==> src/rtl/xm_prefetch_pkg.sv <==
// xm_prefetch_pkg: shared FSM state, queue entry layout and default constants
// for the XMakina instruction prefetch queue.
package xm_prefetch_pkg;

   typedef enum logic [1:0] {IDLE, REQ, WAIT, DRAIN} state_t;

   localparam int XM_WORD = 16;
   localparam int PC_STEP_DEF = 2;
   localparam logic [15:0] RESET_PC_DEF = 16'h0000;

   typedef struct packed {
      logic [XM_WORD-1:0] inst;
      logic [XM_WORD-1:0] pc;
   } fifo_entry_t;

endpackage

==> src/rtl/xm_sync_fifo.sv <==
// xm_sync_fifo: power-of-two synchronous FIFO with flush and registered head.
// Push while full is legal only together with a pop.
module xm_sync_fifo #(
   parameter int WIDTH = 32,
   parameter int DEPTH = 4,
   localparam int AW = $clog2(DEPTH),
   localparam int CW = $clog2(DEPTH+1)
)(
   input  logic             clk,
   input  logic             rst,
   input  logic             push,
   input  logic             pop,
   input  logic             flush,
   input  logic [WIDTH-1:0] din,
   output logic [WIDTH-1:0] head,
   output logic [CW-1:0]    count
);

   logic [WIDTH-1:0] mem [DEPTH];
   logic [AW-1:0]    rd, wr;

   always_ff @(posedge clk or posedge rst) begin
      if (rst) begin
         rd <= '0;
         wr <= '0;
         count <= '0;
         for (int i = 0; i < DEPTH; i++) mem[i] <= '0;
      end else if (flush) begin
         rd <= '0;
         wr <= '0;
         count <= '0;
      end else begin
         if (push) begin
            mem[wr] <= din;
            wr <= wr + 1'b1;
         end
         if (pop) rd <= rd + 1'b1;
         count <= count + CW'(push) - CW'(pop);
      end
   end

   assign head = mem[rd];

endmodule

==> src/rtl/xm_inst_prefetch.sv <==
// xm_inst_prefetch: sequential instruction prefetch queue with redirect flush.
// Define XM_PREFETCH_STATS_EN to add saturating fetch/flush/stall counters.
module xm_inst_prefetch
   import xm_prefetch_pkg::*;
#(
   parameter int              WORD     = XM_WORD,
   parameter int              DEPTH    = 4,
   parameter int              PC_STEP  = PC_STEP_DEF,
   parameter logic [WORD-1:0] RESET_PC = WORD'(RESET_PC_DEF),
   localparam int             CW       = $clog2(DEPTH+1)
)(
   input  logic            clk_i,
   input  logic            arst_i,
   input  logic            flush_i,
   input  logic [WORD-1:0] flushPc_i,
   input  logic            memBusy_i,
   input  logic            memDone_i,
   input  logic [WORD-1:0] memData_i,
   output logic            memEn_o,
   output logic [WORD-1:0] memAdr_o,
   output logic [WORD-1:0] inst_o,
   output logic [WORD-1:0] instPc_o,
   output logic            instValid_o,
   input  logic            instReady_i,
`ifdef XM_PREFETCH_STATS_EN
   output logic [15:0]     fetchCnt_o,
   output logic [15:0]     flushCnt_o,
   output logic [15:0]     stallCnt_o,
`endif
   output logic [CW-1:0]   count_o
);

   localparam logic [CW:0] FULL = (CW+1)'(DEPTH);

   state_t          state, state_n;
   logic [WORD-1:0] fetch_pc, pc_n;
   logic [2*WORD-1:0] head;
   logic            push, pop, accept;
   logic [CW:0]     after_pop, after_both;

   assign pop        = instValid_o & instReady_i & ~flush_i;
   assign push       = (state == WAIT) & memDone_i & ~flush_i;
   assign accept     = (state == REQ) & ~memBusy_i;
   assign after_pop  = {1'b0, count_o} - {{CW{1'b0}}, pop};
   assign after_both = after_pop + {{CW{1'b0}}, push};

   xm_sync_fifo #(.WIDTH(2*WORD), .DEPTH(DEPTH)) u_fifo (
      .clk   (clk_i),
      .rst   (arst_i),
      .push  (push),
      .pop   (pop),
      .flush (flush_i),
      .din   ({memData_i, fetch_pc}),
      .head  (head),
      .count (count_o)
   );

   assign {inst_o, instPc_o} = head;
   assign instValid_o = count_o != '0;
   assign memEn_o     = state == REQ;
   assign memAdr_o    = fetch_pc;

   // A request accepted in the same cycle as a flush is already in flight, so drain it.
   always_comb begin
      state_n = state;
      pc_n = fetch_pc;
      if (flush_i) begin
         pc_n = flushPc_i;
         state_n = (state == WAIT || state == DRAIN) ? (memDone_i ? REQ : DRAIN) :
                   accept ? DRAIN : REQ;
      end else begin
         case (state)
            IDLE:  state_n = after_pop < FULL ? REQ : IDLE;
            REQ:   state_n = memBusy_i ? REQ : WAIT;
            WAIT:  begin
               state_n = memDone_i ? (after_both < FULL ? REQ : IDLE) : WAIT;
               pc_n = memDone_i ? fetch_pc + WORD'(PC_STEP) : fetch_pc;
            end
            DRAIN: state_n = memDone_i ? REQ : DRAIN;
            default: state_n = IDLE;
         endcase
      end
   end

   always_ff @(posedge clk_i or posedge arst_i) begin
      if (arst_i) begin
         state <= IDLE;
         fetch_pc <= RESET_PC;
      end else begin
         state <= state_n;
         fetch_pc <= pc_n;
      end
   end

`ifdef XM_PREFETCH_STATS_EN
   always_ff @(posedge clk_i or posedge arst_i) begin
      if (arst_i) begin
         fetchCnt_o <= '0;
         flushCnt_o <= '0;
         stallCnt_o <= '0;
      end else begin
         if (accept && ~&fetchCnt_o) fetchCnt_o <= fetchCnt_o + 1'b1;
         if (flush_i && ~&flushCnt_o) flushCnt_o <= flushCnt_o + 1'b1;
         if (instReady_i && !instValid_o && ~&stallCnt_o) stallCnt_o <= stallCnt_o + 1'b1;
      end
   end
`endif

endmodule

==> config.mk <==
export PLATFORM = sky130hd
export DESIGN_NAME = xm_inst_prefetch
export DESIGN_NICKNAME = d
export VERILOG_FILES = /design/src/rtl/xm_prefetch_pkg.sv /design/src/rtl/xm_sync_fifo.sv /design/src/rtl/xm_inst_prefetch.sv
export SDC_FILE = /design/constraint.sdc
export NUM_CORES = 1
export LEC_CHECK = 0
export CORE_ASPECT_RATIO = 0.75
export CORE_MARGIN = 3
export CORE_UTILIZATION = 60
export DETAILED_ROUTE_END_ITERATION = 10
export DONT_BUFFER_PORTS = 1
export GPL_ROUTABILITY_DRIVEN = 0
export PLACE_DENSITY = 0.76
export SLEW_MARGIN = 5
export SYNTH_ARGS = -nofsm -noshare
export SYNTH_HDL_FRONTEND = slang
export SYNTH_SLANG_ARGS = --single-unit
export TNS_END_PERCENT = 5
==> constraint.sdc <==
create_clock -name clk_i -period 15.4 [get_ports clk_i]
set_input_delay 3.08 -clock clk_i [delete_from_list [all_inputs] [get_ports clk_i]]
set_output_delay 3.08 -clock clk_i [all_outputs]
set_load 0.02 [all_outputs]
==> impl_metrics.py <==
metrics = {
    "die": {
        "dieArea_sq_mm": 0.0132,
        "io_pins": 91,
        "start_util": 0.632,
        "fp.coreArea_sq_mm": 0.0113,
        "die_x_um": 132,
        "fp.dieH_um": 100,
        "rows": 33,
    },
    "detailed_routing": {
        "vias_per_cell": 6.12,
        "firstDrtPassIters": 4,
        "postRouteWirelength_mm": 13.6,
        "drt-wirelength-per-cell_um": 21.7,
        "vias": 3851,
        "final_antenna_net_count": 0,
        "first_iter_violations": 210,
        "drc": 0,
    },
    "cells_and_area": {
        "drive_gt1_frac": 0.424,
        "final_cell_count_no_fill": 629,
        "area.growth.synth_to_final_pct": 7.45,
        "nFillCells": 811,
        "n_antenna_cell": 0,
        "layout.nets": 509,
        "fin_util": 0.679,
    },
    "worst_setup_path": {
        "cpPeakStageDelay_ns": 0.99,
        "start_kind": "register",
        "critical_path.cell_chain": "mux4_2",
        "cpMaxStageDelayCell": "dfrtp_2",
        "path_class": "reg -> out",
        "endpoint_kind": "output port",
        "crit_buf_inv": 0,
        "critical_path_arrival_ns": 2.10,
        "path_max_fanout": 34,
        "cpLargestDelayFamily": "flip-flops",
        "crit_required_ns": 12.32,
    },
    "synth": {
        "ys_ff_latch": 153,
        "synth_nets": 520,
        "ys_seq_area_frac": 0.538,
        "postSynthAreaPerCell_sq_um": 15.2,
        "ys_warn_count": 0,
        "yosysUniqueCellTypes": 36,
        "syn-instance-count": 470,
        "synth_area_sq_mm": 0.00712,
    },
    "sta": {
        "skew_ns": 0.0129,
        "hold_violations": 0,
        "relSlewSlack": 0.340,
        "rsz0062_at_grt": "false",
        "drv_slew": 0,
        "setup_viol": 0,
        "setup_tns_ns": 0,
        "finalCriticalPeriod_ns": 5.18,
        "fmax_mhz": 193,
        "finalCritPeriodShare": 0.337,
        "hold_ws_ns": 0.488,
        "worstMarginPinSlew_ns": 0.990,
    },
    "pwr": {
        "vdd_drop_max_mv": 0.0960,
        "p_leak_nw": 3.70,
        "cellPowerDensity_mw_per_mm2": 144,
    },
    "global_routing": {
        "grt_pass1_wl_mm": 22.7,
        "grt_overflow": 0,
        "track_usage": 0.223,
        "antenna_found_initial": 0,
        "grt_pass1_vias": 4210,
        "grt_max_degree": 81,
    },
    "clock_network": {
        "cts.sinks": 153,
        "cts_buffers": 17,
        "ctsHtreeMaxLevel": 4,
        "holdBufCountCts": 0,
        "cts_tree": "yes",
        "ctsResizeCount": 0,
        "cts_root_buffer": "clkbuf_16",
        "clkTransAtPathRegs_ns": 0.06,
        "clock_path_buffers": 2,
        "cts_setup_buffers": 0,
        "clk_latency_ns": 0.42,
    },
    "status": {
        "outcome": "completed",
    },
    "run": {
        "maxCapViolCount": 0,
    },
    "place": {
        "place_hpwl_mm": 8.44,
        "port_buffers": 0,
        "place_inst": 597,
    },
    "min_path": {
        "hp-class": "reg -> reg",
    },
}
metal layers:
layer | vias up | share of wire | global-route usage
met4 | 0 | 0.0094 | 0.0767
met2 | 102 | 0.48 | 0.361
met3 | 11 | 0.057 | 0.0746
met5 | - | 0 | 0
met1 | 2054 | 0.45 | 0.289
li1 | 1684 | - | -
worst paths after layout:
path / slack, ns / start / to / cells after the start
max: 10.22 / u_fifo.rd[0] / inst_o[15] / 1
min: 0.49 / u_fifo.mem[30] / u_fifo.mem[30] / 1
max reg2reg: 12.92 / u_fifo.count[2] / u_fifo.count[2] / 9
min reg2reg: 0.49 / u_fifo.mem[30] / u_fifo.mem[30] / 1
max in group asynchronous: 11.24 / arst_i / u_fifo.rd[1] / 2
min in group asynchronous: 2.62 / arst_i / u_fifo.mem[53] / 1
flip-flops by register name, summed over array words and instances (netlist names):
signal	flops
memAdr_o	16
state	2
u_fifo.count	3
u_fifo.mem	128
u_fifo.rd	2
u_fifo.wr	2
where the power goes:
group	internal, W	total, W	leakage [nW]	switching, W
logic	0.0000967	0.000212	1.37	0.000115
registers	0.000450	0.000507	2.07	0.0000573
clock network	0.000210	0.000382	0.262	0.000172
Yosys cell counts (all sizes together):
master    n  area, sq um
dfrtp   153         3830
nand4b    1         8.76
nand3b    1         20.0
buf      23          198
clkbuf    9         36.3
xor2     10         87.6
xnor2     9         78.8
fa        1         20.0
nand4     2         27.5
nand3     5         25.0
a221o     3         30.0
o21ai    12         60.1
inv      11         41.3
a21oi     1         5.00
or3       1         6.26
mux2i     2         20.0
nor3      4         20.0
mux2    131         1480
ha       11          138
nand2    24          120
mux4     32          721
nor2b     3         18.8
nor4      6         52.6
a21bo     1         10.0
nand2b    2         12.5
nor2     12         61.3
cells by family (layout without fill, tap and decap cells):
group,after synthesis,count (layout),share of synthesized area
flip-flops,153,153,0.538
buffers and inverters,43,45,0.0387
AND/OR/NAND/NOR,61,61,0.0524
XOR/XNOR,19,19,0.0234
AO/OA/AOI/OAI,17,17,0.0148
multiplexers,165,165,0.311
adder cells (fa/ha/maj),12,12,0.0221
through the flow:
step / setup slack [ns] / area [sq um] / power, W
finish: 10.22 / 7650 / 0.00110
CTS: 10.18 / 7650 / 0.00111
global route: 10.14 / 7650 / 0.00115
floorplan: 8.20 / 7120 / 0.000692
global placement: 10.66 / 7110 / 0.000719
detailed placement: 10.63 / 7110 / 0.000730
placed cells by master, fill, tap and decap left out, types with 8 or more instances in the layout:
cell type  netlist  final
clkbuf_16        0     17
dfrtp_1        153    151
ha_1            11     11
inv_1           11     10
mux2_1           8      8
mux2_2         123    123
mux4_2          32     32
nand2_1         20     20
nor2_1          11     11
o21ai_0         11     11
xnor2_1          9      9
xor2_1          10     10
layout make-up:
type | instances | area [sq um] | share of cell area
Sequential cell | 153 | 3830 | 0.501
Tap cell | 157 | 196 | 0.0257
Clock buffer | 18 | 429 | 0.0561
Timing Repair Buffer | 2 | 15.0 | 0.00196
Clock inverter | 14 | 116 | 0.0152
Multi-Input combinational cell | 274 | 3020 | 0.394
Inverter | 11 | 46.3 | 0.00605
No activity file was read; power rests on OpenSTA's default activity.
